==> config.mk <==
export PLATFORM = sky130hd
export DESIGN_NAME = shift_reg_universal
export DESIGN_NICKNAME = d
export VERILOG_FILES = /design/src/rtl/shift_reg_pkg.sv /design/src/rtl/shift_reg_universal_bit_counter.sv /design/src/rtl/shift_reg_universal.sv
export SDC_FILE = /design/constraint.sdc
export NUM_CORES = 1
export LEC_CHECK = 0
export ABC_AREA = 1
export CAP_MARGIN = 15
export CORE_ASPECT_RATIO = 1.25
export CORE_MARGIN = 4
export CORE_UTILIZATION = 45
export DETAILED_ROUTE_END_ITERATION = 7
export MAX_ROUTING_LAYER = met4
export PLACE_DENSITY = 0.81
export SLEW_MARGIN = 5
export SYNTH_ARGS = -nofsm -noshare
export SYNTH_HDL_FRONTEND = slang
export SYNTH_SLANG_ARGS = --single-unit
==> constraint.sdc <==
create_clock -name clk -period 3.4 [get_ports clk]
set_clock_uncertainty 0.05 [all_clocks]
set_input_delay 0.85 -clock clk [delete_from_list [all_inputs] [get_ports clk]]
set_output_delay 0.85 -clock clk [all_outputs]
set_load 0.01 [all_outputs]
==> src/rtl/shift_reg_pkg.sv <==
// Shared definitions for the universal shift register: mode encodings and
// the bit-counter width helper.
package shift_reg_pkg;

  localparam logic [1:0] MODE_HOLD = 2'b00;
  localparam logic [1:0] MODE_SHL  = 2'b01;
  localparam logic [1:0] MODE_SHR  = 2'b10;
  localparam logic [1:0] MODE_LOAD = 2'b11;

  // Wide enough to hold 0..WIDTH, although WIDTH itself is never observable.
  function automatic int cnt_width(input int width);
    return $clog2(width + 1);
  endfunction

endpackage

==> src/rtl/shift_reg_universal_bit_counter.sv <==
// Counts shifts within a serial word, wraps at WIDTH and registers a
// one-cycle done pulse on every completed word.
module shift_bit_counter
  import shift_reg_pkg::*;
#(
  parameter int WIDTH = 8
) (
  input  logic                        clk,
  input  logic                        reset,
  input  logic                        inc,
  input  logic                        clr,
  output logic [cnt_width(WIDTH)-1:0] cnt,
  output logic                        done
);

  localparam int CW = cnt_width(WIDTH);

  logic [CW-1:0] r_cnt;
  logic          r_done;

  always_ff @(posedge clk) begin
    if (reset) begin
      r_cnt  <= '0;
      r_done <= 1'b0;
    end else if (clr) begin
      r_cnt  <= '0;
      r_done <= 1'b0;
    end else if (inc) begin
      // The WIDTH-th shift wraps straight to zero so back-to-back words
      // produce a pulse every WIDTH cycles with no dead cycle.
      if (r_cnt == CW'(WIDTH - 1)) begin
        r_cnt  <= '0;
        r_done <= 1'b1;
      end else begin
        r_cnt  <= r_cnt + CW'(1);
        r_done <= 1'b0;
      end
    end else begin
      r_done <= 1'b0;
    end
  end

  assign cnt  = r_cnt;
  assign done = r_done;

endmodule

==> src/rtl/shift_reg_universal.sv <==
// Universal shift register: hold, shift left, shift right and parallel load,
// with a word counter so it can act as a SIPO deserialiser or PISO serialiser.
module shift_reg_universal
  import shift_reg_pkg::*;
#(
  parameter int               WIDTH     = 8,
  parameter logic [WIDTH-1:0] RESET_VAL = {WIDTH{1'b0}}
) (
  input  logic                        clk,
  input  logic                        reset,
  input  logic [1:0]                  mode,
  input  logic                        sdi,
  input  logic [WIDTH-1:0]            pdi,
  output logic [WIDTH-1:0]            q,
  output logic                        sdo,
  output logic [cnt_width(WIDTH)-1:0] bit_cnt,
  output logic                        word_done
);

  logic [WIDTH-1:0] r_q;
  logic             w_shift;
  logic             w_load;

  always_ff @(posedge clk) begin
    if (reset) begin
      r_q <= RESET_VAL;
    end else begin
      case (mode)
        MODE_HOLD: r_q <= r_q;
        MODE_SHL:  r_q <= {r_q[WIDTH-2:0], sdi};
        MODE_SHR:  r_q <= {sdi, r_q[WIDTH-1:1]};
        MODE_LOAD: r_q <= pdi;
        default:   r_q <= r_q;
      endcase
    end
  end

  assign w_shift = (mode == MODE_SHL) || (mode == MODE_SHR);
  assign w_load  = (mode == MODE_LOAD);

  // word_done acts as a valid strobe for q: it is high for exactly the one
  // cycle in which q holds a complete word; there is no ready/backpressure.
  shift_bit_counter #(
    .WIDTH(WIDTH)
  ) u_bit_counter (
    .clk  (clk),
    .reset(reset),
    .inc  (w_shift),
    .clr  (w_load),
    .cnt  (bit_cnt),
    .done (word_done)
  );

  assign q   = r_q;
  assign sdo = (mode == MODE_SHR) ? r_q[0] : r_q[WIDTH-1];

endmodule
# Word-level counts from Yosys, hierarchy flattened
# Cells that the tools add are included.
[totals] output_inout_bits=14 reg_bits=13 input_bits=13 word_cells=17
[classes] n_reduce_logical=4 n_eq_ne=4 bitwise=1 muxes=4 add_sub_neg=1
[ops] operator="$pmux W8 S3" n=1
[ops] operator="$add A4 B1 Y4 const B" n=1
[ops] operator="$eq A2 B2 Y1 const B" n=2
[ops] operator="$eq A4 B3 Y1 const B" n=1
[ops] operator="$mux W4" n=1
[ops] operator="$reduce_or A3 Y1" n=1
[ops] operator="$eq A2 B1 Y1 const B" n=1
[ops] operator="$logic_not A2 Y1" n=1
[ops] operator="$mux W1" n=2
[ops] operator="$reduce_or A2 Y1" n=1
[ops] operator="$logic_or A1 B1 Y1" n=1
[ops] operator="$not A1 Y1" n=1

# Logic depth before layout (Yosys ltp)
# Gate-level depths: netlist (run 1).
[logic_depth] depth_word=4 ltp_mapped=8 mapped_depth_nobuf=8

# Cells and area by module
# Synthesis (run 1) repeated with hierarchy kept, for this count alone.
[unflattened] cells_unflattened=131 hier_area_um2=869.6
[modules_own_cells] mod="shift_reg_universal" cells_each=105 instances=1 seq_area_each_um2=160.2 area_per_inst_um2=646.9
[modules_own_cells] mod="shift_bit_counter" cells_each=26 instances=1 seq_area_each_um2=100.1 area_per_inst_um2=222.7

# Least setup slack after synthesis (run 1)
# No wires, ideal clock.
[synth_timing] path_type="input -> output" start="in mode[0]" end="out sdo" path_stages=4 t_required_ns=2.500 t_arrival_ns=1.486 path_buffers=1 path_slack_ns=1.014 cell_sequence="inv_1 -> ha_1 -> buf_6 -> o21ai_1"
[synth_via] elab_chain_len=2
[synth_lines] item="from (decl)" line="shift_reg_universal.sv:11" rtl="input logic [1:0] mode,"
[synth_lines] item="$eq A2 B2 Y1" line="shift_reg_universal.sv:55" rtl="assign sdo = (mode == MODE_SHR) ? r_q[0] : r_q[WIDTH-1];"
[synth_lines] item="$mux W1" line="shift_reg_universal.sv:55"
[synth_lines] item="to (decl)" line="shift_reg_universal.sv:15" rtl="output logic sdo,"
# No other way between the ends.

# Final worst setup path (run 1)
# Ends and elaborated chain as after synthesis.

==> results.md, run 1 <==
- The via count of the first global-routing pass came to 830.
- The DRC violations left is 0.
- The number of buffer and inverter instances along the worst setup path is 3.
- The net count of the finished layout is 178.
- Dividing the detail-routed via count by the number of cells gives 4.848.
- The final setup violation count is 0.
- The maximum clock rate is 304.4 MHz.
- In this design, the critical path's most frequently occurring cell is sky130_fd_sc_hd__clkdlybuf4s50_1.
- The met3 track demand over resource is 2.244%.
- The kind of start point of the critical path is a primary input.
- In this run the worst setup path begins at mode[0].
- The worst IR drop on VDD is 0.0001885 V.
- The area of the die is 2628 µm².
- With fillers left out, the area of the finished cells amounts to 1115 µm².
- Clock tree synthesis found a total of 13 sinks.
- TritonCTS built the clock tree.
- The main flop type after synthesis is sky130_fd_sc_hd__dfxtp_1.
- The most common cell in the synthesized netlist is sky130_fd_sc_hd__nand2_1.
- After detailed routing, the average wire length per cell comes to 10.71 µm.
- Dividing the final minimum period by the clock period gives 96.61%.
- The routed layout has 863 vias.
- The setup check on the worst reg-to-reg path leaves a slack of 2.33 ns.
- Summing internal, switching and leakage power gives 0.3705 mW.
- The total of max-cap violations is 0.
- The final-report hold violation count is 0.
- The cell count after synthesis is 133.
- The first global-routing pass estimated 3277 µm of wire.
- Once the clock tree was built, the resizer swapped 0 gates to a different size.
- After legalization and detailed placement, the total HPWL measured 1457 µm.
- In this run the number of cells on the critical path is 5.
- The repair_antennas step left the layout with diodes totalling 0.
- The starting density of the core is 47.63%.
- The largest net degree at the start of global routing is 17.
- At the end of routability-driven placement, the weighted congestion stood at 0.8514.
- The routed design has 1906 µm of wire.
- The worst register-to-register path ends at u_bit_counter.cnt[3].
- Registers take 260.3 µm².
- In this design, the stage delay of the slowest critical-path cell is 0.54 ns.
- The layout has 188 filler cells.
- The CTS clock-pin slew for the worst setup and hold paths is 0.09 ns.
- In this run the count of I/O pins placed on the die edge is 27.
- The count of nets left with antenna violations after detail routing is 0.
- The post-synthesis sequential area ratio is 30.95%.
- The total overflow left after global routing is 0.
- After synthesis the netlist holds a flip-flop and latch count of 13.
- At the later pin of the worst-skew pair, clock insertion delay measures 0.28 ns.
- Synthesis instantiated 15 different standard cells from the library.
- The kind of cell adding the most delay to the critical path is buffers and inverters.
- Global routing consumed, on the met1 layer, 20.66% of the routing resources.
- The worst hold path belongs to the class flop to flop.
- The number of buffers on the longest clock path is 2.
- In the synthesized netlist, the cells that appear most often are 39 x sky130_fd_sc_hd__nand2_1, 29 x sky130_fd_sc_hd__inv_1, 19 x sky130_fd_sc_hd__a21oi_1.
- Walking the worst path, the cells encountered are clkdlybuf4s50_1 > inv_1 > ha_1 > o21ai_1 > clkdlybuf4s50_1.
- The die width is 46.66 µm.
- The root buffer cell is sky130_fd_sc_hd__clkbuf_4.
- The total nets after synthesis is 151.
- The height of the die is 56.33 µm.
- The worst setup path is captured at a primary output.
- For the pin with the worst max-slew slack, the measured transition is 0.4974 ns.
- The warning count from the yosys run is 0.
- Summing every instance area after synthesis gives 840.8 µm².
- The sum of negative setup slack is 0 ns.
- The setup fix buffers added after clock tree synthesis is 0.
- The total area inside the core boundary comes to 1765 µm².
- Setup repair after global routing left no endpoint under its margin.
- The number of max-slew violations in the final report came to 0.
- Along the worst path, the maximum fanout reaches 5.
- The number of detailed-routing iterations run before antenna repair is 4.
- The number of flops mapped to enable cells by yosys is 0.
- Data on the critical path arrives at its endpoint at 2.38 ns.
- For this design the ratio of total power to cell area is 332.3 nW/µm².
- The tightest hold margin is 0.4751 ns.
- Row generation in the floorplan step produced 17 rows.
- The growth of design area from synthesis to finish is 32.59%.
- Yosys attributes the largest share of cell area to sky130_fd_sc_hd__dfxtp_1 31%, sky130_fd_sc_hd__nand2_1 17%, sky130_fd_sc_hd__inv_1 13%, sky130_fd_sc_hd__a21oi_1 11%, sky130_fd_sc_hd__ha_1 7.4%.
- The overall fraction of global-route tracks in use is 16.96%.
- The share of synthesized area in the top cell type comes to 30.95%.
- The met2 capacity usage during global routing is 25.59%.
- The total clock buffers created by CTS is 3.
- The number of instances on the worst hold path is 1.
- The initial DRC count is 24.
- Of all flip-flops after synthesis, the portion carrying an async set or reset was 0%.
- The cell with the biggest individual delay on the critical path is sky130_fd_sc_hd__clkdlybuf4s50_1.
- The multi-input combinational cell area is 424.2 µm².
- In this run the tool buffered the top-level ports with 26 buffer cells.
- The mean cell area of the mapped netlist is 6.322 µm².
- The post-route netlist has 5.031% of its cells at a drive strength greater than 1.
- The run finished with clean final reports.
- The kind of critical path is primary input to primary output.
- The initial antenna violation count is 0.
- The worst path meets setup with 0.1153 ns of slack.
- In this run the number of H-tree levels came out at 1.
- The final critical path time including I/O delays and setup is 3.285 ns.
- At the worst endpoint, the required time is 2.50 ns.
- The worst register-to-register path begins at u_bit_counter.cnt[0].
- The headroom to the max-slew limit is 66.84%.
- The leakage power is 0.5681 nW.
- The endpoint of the most critical setup path is sdo.
- Buffers inserted to repair hold after CTS numbered 0.
- The depth of the worst register-to-register path is 4.
- The post-placement worst setup slack is 0.1053 ns.
- Of all cell types, the one taking the most synthesized area is sky130_fd_sc_hd__dfxtp_1.
- After detailed placement, the total cell area comes to 1089 µm².
- The most used routing layer in global routing is met2.
kinds of logic after synthesis:
kind of cell               count (synthesis)  share of synthesized area [%]
and+or+nand+nor                           57                          29.32
buffers and inverters                     35                          18.60
AOI/OAI and AO/OA                         23                          13.69
DFF                                       13                          30.95
adders and majority gates                  5                          7.440
where the power goes:
part           internal [mW]  leakage [nW]  switching, mW  total, mW
sequential             0.162         0.107         0.0100      0.172
combinational         0.0508         0.446         0.0473     0.0981
clock                 0.0456        0.0150         0.0549      0.101
metrics by stage:
stage / cells / utilization, %
final: 178 / 63.15
after global routing: 178 / 63.15
after CTS: 178 / 63.15
after detailed placement: 174 / 61.66
after global placement: 174 / 61.66
after floorplan: 133 / -
worst register-to-register path: cells and delay by family, from the launching register on:
family / cells / cell delay (ns)
fa+ha+maj: 1 / 0.21
simple gates: 2 / 0.19
compound gates: 1 / 0.14
flops: 1 / 0.39
routing by layer:
layer,vias up,routed length [µm]
met3,5,89
met2,22,916
li1,457,-
met1,379,857
met4,0,42
met5,-,0
final cells by class:
| type | instances | share of cell area [%] |
|---|---|---|
| clock buffer | 4 | 2.357 |
| tap | 19 | 2.132 |
| sequential | 13 | 23.34 |
| timing repair buffer | 27 | 24.02 |
| inverter | 30 | 10.10 |
| multi-input combinational | 85 | 38.05 |
worst min-delay path by stage:
stage | startpoint | end | slack (ns)
after floorplan | u_bit_counter.cnt[3] | u_bit_counter.done | 0.48
after global routing | u_bit_counter.cnt[3] | u_bit_counter.done | 0.52
final | u_bit_counter.cnt[3] | u_bit_counter.done | 0.48
after global placement | u_bit_counter.cnt[3] | u_bit_counter.done | 0.46
after CTS | u_bit_counter.cnt[3] | u_bit_counter.done | 0.48
after detailed placement | u_bit_counter.cnt[3] | u_bit_counter.done | 0.46
layout by cell type, fill, tap and decap left out:
cell,n
sky130_fd_sc_hd__nor2_2,1
sky130_fd_sc_hd__nor4_1,1
sky130_fd_sc_hd__nor2_4,1
sky130_fd_sc_hd__clkbuf_1,1
sky130_fd_sc_hd__ha_1,5
sky130_fd_sc_hd__nand2_4,1
sky130_fd_sc_hd__nand2_1,39
sky130_fd_sc_hd__dfxtp_1,13
sky130_fd_sc_hd__a21oi_1,19
sky130_fd_sc_hd__clkbuf_4,3
sky130_fd_sc_hd__nor2_1,4
sky130_fd_sc_hd__buf_4,1
sky130_fd_sc_hd__clkdlybuf4s50_1,26
sky130_fd_sc_hd__inv_1,29
sky130_fd_sc_hd__o21ai_1,4
sky130_fd_sc_hd__nand3_1,10
sky130_fd_sc_hd__inv_2,1
state kept, by name, summed over array words and instances, names as in the netlist:
signal,count
q,8
u_bit_counter.done,1
u_bit_counter.cnt,4
Note: power is estimated with default switching activity, not from simulation.
==> run 2: changes to the inputs <==
CORE_MARGIN = default   (was 4)
==> run 2 against run 1 <==
Compared with the run above: global-route usage increased by 5.5 points; critical path depth unchanged; critical path type unchanged; clock-buffer cell count decreased by 1; critical endpoint unchanged.
==> results.md, run 2 (synthesis results as in run 1) <==
- The wire length per cell after detailed routing is 10.77 µm (+0.58%).
- The total power density per cell area is 329.1 nW/µm² (-0.96%).
- The element type at the critical path end is a primary output.
- The count of nets left with antenna violations after detail routing is 0 (unchanged).
- The number of flip-flops in the largest register came to 8 (unchanged).
- Clock tree synthesis selected as its root buffer the cell sky130_fd_sc_hd__clkbuf_4.
- The library cells used most frequently in the layout, excluding fill and tap cells, are 39 x sky130_fd_sc_hd__nand2_1, 29 x sky130_fd_sc_hd__inv_1, 26 x sky130_fd_sc_hd__clkdlybuf4s50_1.
- The number of buffers on the longest clock path is 2 (unchanged).
- The net count of the finished layout is 178 (unchanged).
- The overall fraction of global-route tracks in use is 22.48% (+5.5 points).
- The area of the die is 2046 µm² (-22%).
- The largest driver fanout on the critical path was 3 (-2).
- The post-placement worst setup slack is 0.1546 ns (+0.04928 ns).
- The kind of start point of the critical path is a primary input.
- The total clock buffers created by CTS is 3 (unchanged).
- The number of placed cells counting well taps is 174 (unchanged).
- The total number of placement rows came to 17 (unchanged).
- The TritonCTS clock tree is done.
- The number of sinks handled by clock tree synthesis came to 13 (unchanged).
- The maximum clock rate is 309.3 MHz (+1.6%).
- The run finished with clean final reports.
- The kind of critical path is primary input to primary output.
- The layout filler cell count was 167 (-11%).
- The switching power of the nets came to 0.1112 mW (-0.95%).
- The height of the die came to 50.33 µm (-11%).
- The via count of the first global-routing pass was 799 (-3.7%).
- The fraction of power spent switching nets is 30.26% (-0.031 points).
- The CTS clock-pin slew for the worst setup and hold paths is 0.08 ns (about the same).
- The post-detailed-route via-to-cell ratio came to 4.961 (+2.3%).
- The final standard cell area without fillers is 1116 µm² (+0.11%).
- The fraction of final layout cells sized beyond drive strength 1 is 5.660% (+0.63 points).
- The sequential cell area is 260.3 µm² (unchanged).
- The initial antenna violation count is 0 (unchanged).
- The critical path data arrival time is 2.33 ns (-0.05 ns).
- The final-report hold violation count is 0 (unchanged).
- The most common cell after layout, fill and taps aside is sky130_fd_sc_hd__nand2_1.
- The number of buffers added to fix hold violations after cts is 0 (unchanged).
- The number of H-tree levels is 1 (unchanged).
- The kind of path behind the tightest hold check is flop to flop.
- The die width is 40.66 µm (-13%).
- The growth of design area from synthesis to finish is 32.74%.
- The port buffer count is 26 (unchanged).
- The sequential share of power came to 46.7% (+0.3 points).
- The total of max-cap violations is 0 (unchanged).
- The post-CTS resize count is 0 (unchanged).
- The largest net degree at the start of global routing was 17 (unchanged).
- The clock group share of total power is 26.2% (-0.9 points).
- The share of power burned in combinational logic is 27.0% (+0.5 points).
- The clock insertion delay at the later pin of the skew report is 0.27 ns (about the same).
- Setup repair after global routing left no endpoint under its margin.
- The setup fix buffers added after clock tree synthesis is 0 (unchanged).
- The DRC violations left came to 0 (unchanged).
- The internal power is 0.2562 mW (-0.81%).
- The core box area is 1765 µm² (unchanged).
- The initial DRC count is 8 (-67%).
- The total via count in the routed design is 883 (+2.3%).
- The number of detailed-routing iterations run before antenna repair is 4 (unchanged).
- The final critical path time including I/O delays and setup is 3.234 ns (-0.05112 ns).
- The diode insertion count for antenna repair came to 0 (unchanged).
- The sum of negative setup slack is 0 ns (unchanged).
- The last weighted congestion value of the routability-driven placer is 0.7564 (-11%).
- The headroom to the max-slew limit came to 62.25% (-4.6 points).
- The final setup violation count is 0 (unchanged).
- The transition time at the pin with the least slew margin came to 0.5663 ns (+0.06892 ns).
- The ratio of final minimum period to clock period came to 95.11% (-1.5 points).
- The instance area after placement is 1089 µm² (unchanged).
- The post-detailed-routing wire length is 1917 µm (+0.58%).
- The number of ports placed on the die boundary was 27 (unchanged).
- The aggregate global routing overflow came to 0 (unchanged).
- The worst IR drop on VDD is 0.0002340 V (+24%).
- The required time at the endpoint of the critical path is 2.50 ns (about the same).
- The count of placed standard cells in the final layout, fillers left out is 178 (unchanged).
- The multi-input combinational cell area was 424.2 µm² (unchanged).
- The leakage power is 0.5708 nW (+0.48%).
- The wire length of the first global-routing pass came to 3167 µm (-3.4%).
- The final setup slack of the worst path is 0.1664 ns (+0.05112 ns).
- The number of max-slew violations in the final report was 0 (unchanged).
- The starting density of the core is 47.63% (unchanged).
- The detailed placement HPWL came to 1479 µm (+1.5%).
[run 2: changes by cell type in the layout (fill, tap and decap cells not counted)]
cell and change:
sky130_fd_sc_hd__clkbuf_1 -1, sky130_fd_sc_hd__clkinv_2 +1
[run 2: final timing paths]
path                                           start                  to  slack (ns)  cells past startpoint
worst max-delay path                         mode[0]                 sdo        0.17                      5
worst min-delay path            u_bit_counter.cnt[3]  u_bit_counter.done        0.48                      1
worst max register to register  u_bit_counter.cnt[0]  u_bit_counter.done        2.29                      3
worst min register to register  u_bit_counter.cnt[3]  u_bit_counter.done        0.48                      1
[run 2: area by class of cell]
cell class | instances | area share (%)
repair buffers | 27 | 23.99
multi-input cells | 85 | 38.00
well taps | 19 | 2.130
clock buffers | 3 | 2.018
flip-flops and latches | 13 | 23.32
clock inverters | 1 | 0.4484
inverters | 30 | 10.09
[run 2: layer usage]
metal  vias to the layer above  routed length, µm  GRT usage (%)
met5                         -                  0              -
met4                         0                 29          9.444
met3                         4                 83          4.425
met2                        27                970          39.42
met1                       395                833          22.56
li1                        457                  -              -
[run 2: per-stage QoR]
step,hold WS [ns],total power [mW],util (%)
finish,0.4836,0.3673,63.22
global route,0.5020,0.3932,63.22
CTS,0.4835,0.3714,63.22
detailed placement,0.4635,0.2745,61.66
global placement,0.4593,0.2708,61.66
floorplan,0.4798,0.2310,-
[run 2: worst max-delay path, cell delays in order]
cell and delay (ns):
sky130_fd_sc_hd__clkdlybuf4s50_1 0.50, sky130_fd_sc_hd__inv_1 0.07, sky130_fd_sc_hd__ha_1 0.23, sky130_fd_sc_hd__o21ai_1 0.14
sky130_fd_sc_hd__clkdlybuf4s50_1 0.54
[run 2: power groups by stage]
stage                     combinational [mW]  sequential (mW)  clock (mW)
after CTS                              0.100            0.171      0.0999
final                                 0.0993            0.172      0.0964
after detailed placement              0.0995            0.175           0
after global routing                   0.111            0.173       0.109
after global placement                0.0964            0.174           0
after floorplan                       0.0531            0.178           0
==> run 3: changes to the inputs <==
CORE_UTILIZATION = 40   (was 45)
GPL_ROUTABILITY_DRIVEN = 0   (was default)
PLACE_DENSITY = 0.74   (was 0.81)
==> run 3 against run 2 <==
Compared with the run above: cell count is 1.1% higher; hold slack worse by 0.0049 ns; sequential cell count stayed put; combinational power hardly changed; setup slack worse by 0.026 ns; first-iteration DRC count grew to 2.6 times the previous value; clock power hardly changed; fmax is 0.81% lower; die area is 12% higher; design area is 0.67% higher; largest cell class unchanged.
==> results.md, run 3 (synthesis results as in run 1) <==
- The post-detailed-routing wire length is 1840 µm (-4.0%).
- The port buffer count is 26 (unchanged).
- The sum of negative setup slack was 0 ns (unchanged).
- The number of detailed-routing iterations run before antenna repair is 4 (unchanged).
- The signal on the critical path passes through clkdlybuf4s50_1 > inv_1 > ha_1 > o21ai_1 > clkdlybuf4s50_1.
- The number of ports placed on the die boundary is 27 (unchanged).
- The core box area was 1982 µm² (+12%).
- The worst IR drop on VDD is 0.0001948 V (-17%).
- The final setup violation count is 0 (unchanged).
- The overall fraction of global-route tracks in use is 19.14% (-3.3 points).
- The DRC violations left was 0 (unchanged).
- The die width came to 43.01 µm (+5.8%).
- For this design, the slowest cell found on the critical path is sky130_fd_sc_hd__clkdlybuf4s50_1.
- The number of buffers added to fix hold violations after cts came to 0 (unchanged).
- The detailed placement HPWL was 1402 µm (-5.1%).
- The initial antenna violation count is 0 (unchanged).
- The number of flip-flops in the largest register was 8 (unchanged).
- The kind of start point of the critical path is a primary input.
- The cell repeated most along the worst path is sky130_fd_sc_hd__clkdlybuf4s50_1.
- The wire length per cell after detailed routing came to 10.22 µm (-5.1%).
- The diode insertion count for antenna repair is 0 (unchanged).
- The transition time at the pin with the least slew margin is 0.5051 ns (-0.06122 ns).
- The setup slack on the worst flop-to-flop path is 2.31 ns (+0.02 ns).
- The total of max-cap violations was 0 (unchanged).
- The final-report hold violation count is 0 (unchanged).
- The clock insertion delay at the later pin of the skew report is 0.27 ns (about the same).
- The ratio of final minimum period to clock period is 95.88% (+0.78 points).
- The largest net degree at the start of global routing came to 17 (unchanged).
- The worst hold path terminates at u_bit_counter.done.
- The height of the die is 53.26 µm (+5.8%).
- The number of H-tree levels is 1 (unchanged).
- The net count of the finished layout was 179 (+0.56%).
- The total clock buffers created by CTS is 3 (unchanged).
- The area of the die was 2290 µm² (+12%).
- The via count of the first global-routing pass is 784 (-1.9%).
- The total via count in the routed design was 871 (-1.4%).
- The growth of design area from synthesis to finish is 33.63%.
- The headroom to the max-slew limit came to 66.33% (+4.1 points).
- The run finished with clean final reports.
- The kind of cell adding the most delay to the critical path is buffers and inverters.
- The path class of the tightest hold or removal check is flop to flop.
- The number of max-slew violations in the final report is 0 (unchanged).
- The utilization after layout is 56.69% (-6.5 points).
- The required time at the endpoint of the critical path is 2.50 ns (about the same).
- The post-detailed-route via-to-cell ratio is 4.839 (-2.5%).
- The number of buffers on the longest clock path was 2 (unchanged).
- The wire length of the first global-routing pass is 3215 µm (+1.5%).
- The number of instances on the worst hold path is 1 (unchanged).
- The fraction of final layout cells sized beyond drive strength 1 was 5.625% (-0.035 points).
- The library cell used most frequently in the layout, excluding fill and tap cells, is sky130_fd_sc_hd__nand2_1.
- The initial DRC count is 21 (+13).
- The CTS clock-pin slew for the worst setup and hold paths was 0.08 ns (about the same).
- STA classifies the critical path endpoint as a primary output.
- The leakage power was 0.5732 nW (+0.42%).
- The largest driver fanout on the critical path is 4 (+1).
- The kind of critical path is primary input to primary output.
- The startpoint of the tightest hold check path is u_bit_counter.cnt[3].
- The startpoint of the most critical register-to-register path is u_bit_counter.cnt[1].
- The maximum clock rate is 306.8 MHz (-0.81%).
- The depth of the worst register-to-register path is 3 (unchanged).
- The count of nets left with antenna violations after detail routing is 0 (unchanged).
- The critical path's largest stage delay is 0.54 ns (about the same).
- The aggregate global routing overflow is 0 (unchanged).
- The total power density per cell area is 326.8 nW/µm² (-0.70%).
- The setup fix buffers added after clock tree synthesis is 0 (unchanged).
- The instance area after placement is 1097 µm² (+0.80%).
- The critical path data arrival time came to 2.36 ns (+0.03 ns).
- The total number of placement rows is 18 (+1).
- The root buffer cell is sky130_fd_sc_hd__clkbuf_4.
- Leaving out fill and tap cells, the most frequent cells in the layout are 39 x sky130_fd_sc_hd__nand2_1, 29 x sky130_fd_sc_hd__inv_1, 26 x sky130_fd_sc_hd__clkdlybuf4s50_1.
- The number of buffer and inverter instances along the worst setup path was 3 (unchanged).
- The final setup slack of the worst path was 0.1400 ns (-0.02636 ns).
- The post-placement worst setup slack came to 0.1310 ns (-0.02362 ns).
- The final standard cell area without fillers is 1124 µm² (+0.67%).
- The post-CTS resize count is 0 (unchanged).
- The number of sinks handled by clock tree synthesis is 13 (unchanged).
- TritonCTS built the clock tree.
- The starting density of the core is 42.42% (-5.2 points).
- In this run the critical register-to-register path is captured at u_bit_counter.done.
- The final critical path time including I/O delays and setup is 3.260 ns (+0.02636 ns).
- Setup repair after global routing left no endpoint under its margin.
run 3: worst max-delay path by stage:
stage               startpoint  endpoint  cells past startpoint
floorplan              mode[0]       sdo                      4
global placement       mode[0]       sdo                      5
detailed placement     mode[0]       sdo                      5
CTS                    mode[0]       sdo                      5
global route           mode[0]       sdo                      5
finish                 mode[0]       sdo                      5
run 3: stage by stage:
stage / power, mW / instances / hold WS, ns
floorplan: 0.2310 / 133 / 0.4798
global placement: 0.2719 / 176 / 0.4609
detailed placement: 0.2747 / 176 / 0.4619
CTS: 0.3724 / 180 / 0.4834
global route: 0.3925 / 180 / 0.5100
finish: 0.3672 / 180 / 0.4787
run 3: worst reg2reg max path: cells and delay by family (launching register included):
| family | cells | cell delay, ns |
|---|---|---|
| flip-flops | 1 | 0.38 |
| AND/OR/NAND/NOR | 2 | 0.36 |
| adder cells (fa/ha/maj) | 1 | 0.21 |
run 3: area by class of cell:
type	instances	area, µm²
tap	20	25.02
fill	218	858.3
sequential	13	260.3
timing repair buffer	28	275.3
clock buffer	4	26.28
multi-input combinational	85	424.2
inverter	30	112.6
run 3: power by group:
| group | switching (mW) | leakage, nW | total [mW] | internal [mW] |
|---|---|---|---|---|
| Combinational | 0.0476 | 0.452 | 0.0990 | 0.0514 |
| Sequential | 0.00985 | 0.107 | 0.172 | 0.162 |
| Clock | 0.0510 | 0.0150 | 0.0965 | 0.0455 |
run 3: layer usage:
metal	vias up	share of wire [%]	wire (µm)	global-route usage, %
li1	459	-	-	-
met1	386	42	771	19.92
met2	24	51	941	34.60
met3	2	5.8	106	3.413
met4	0	1.1	20	9.596
met5	-	0	0	-
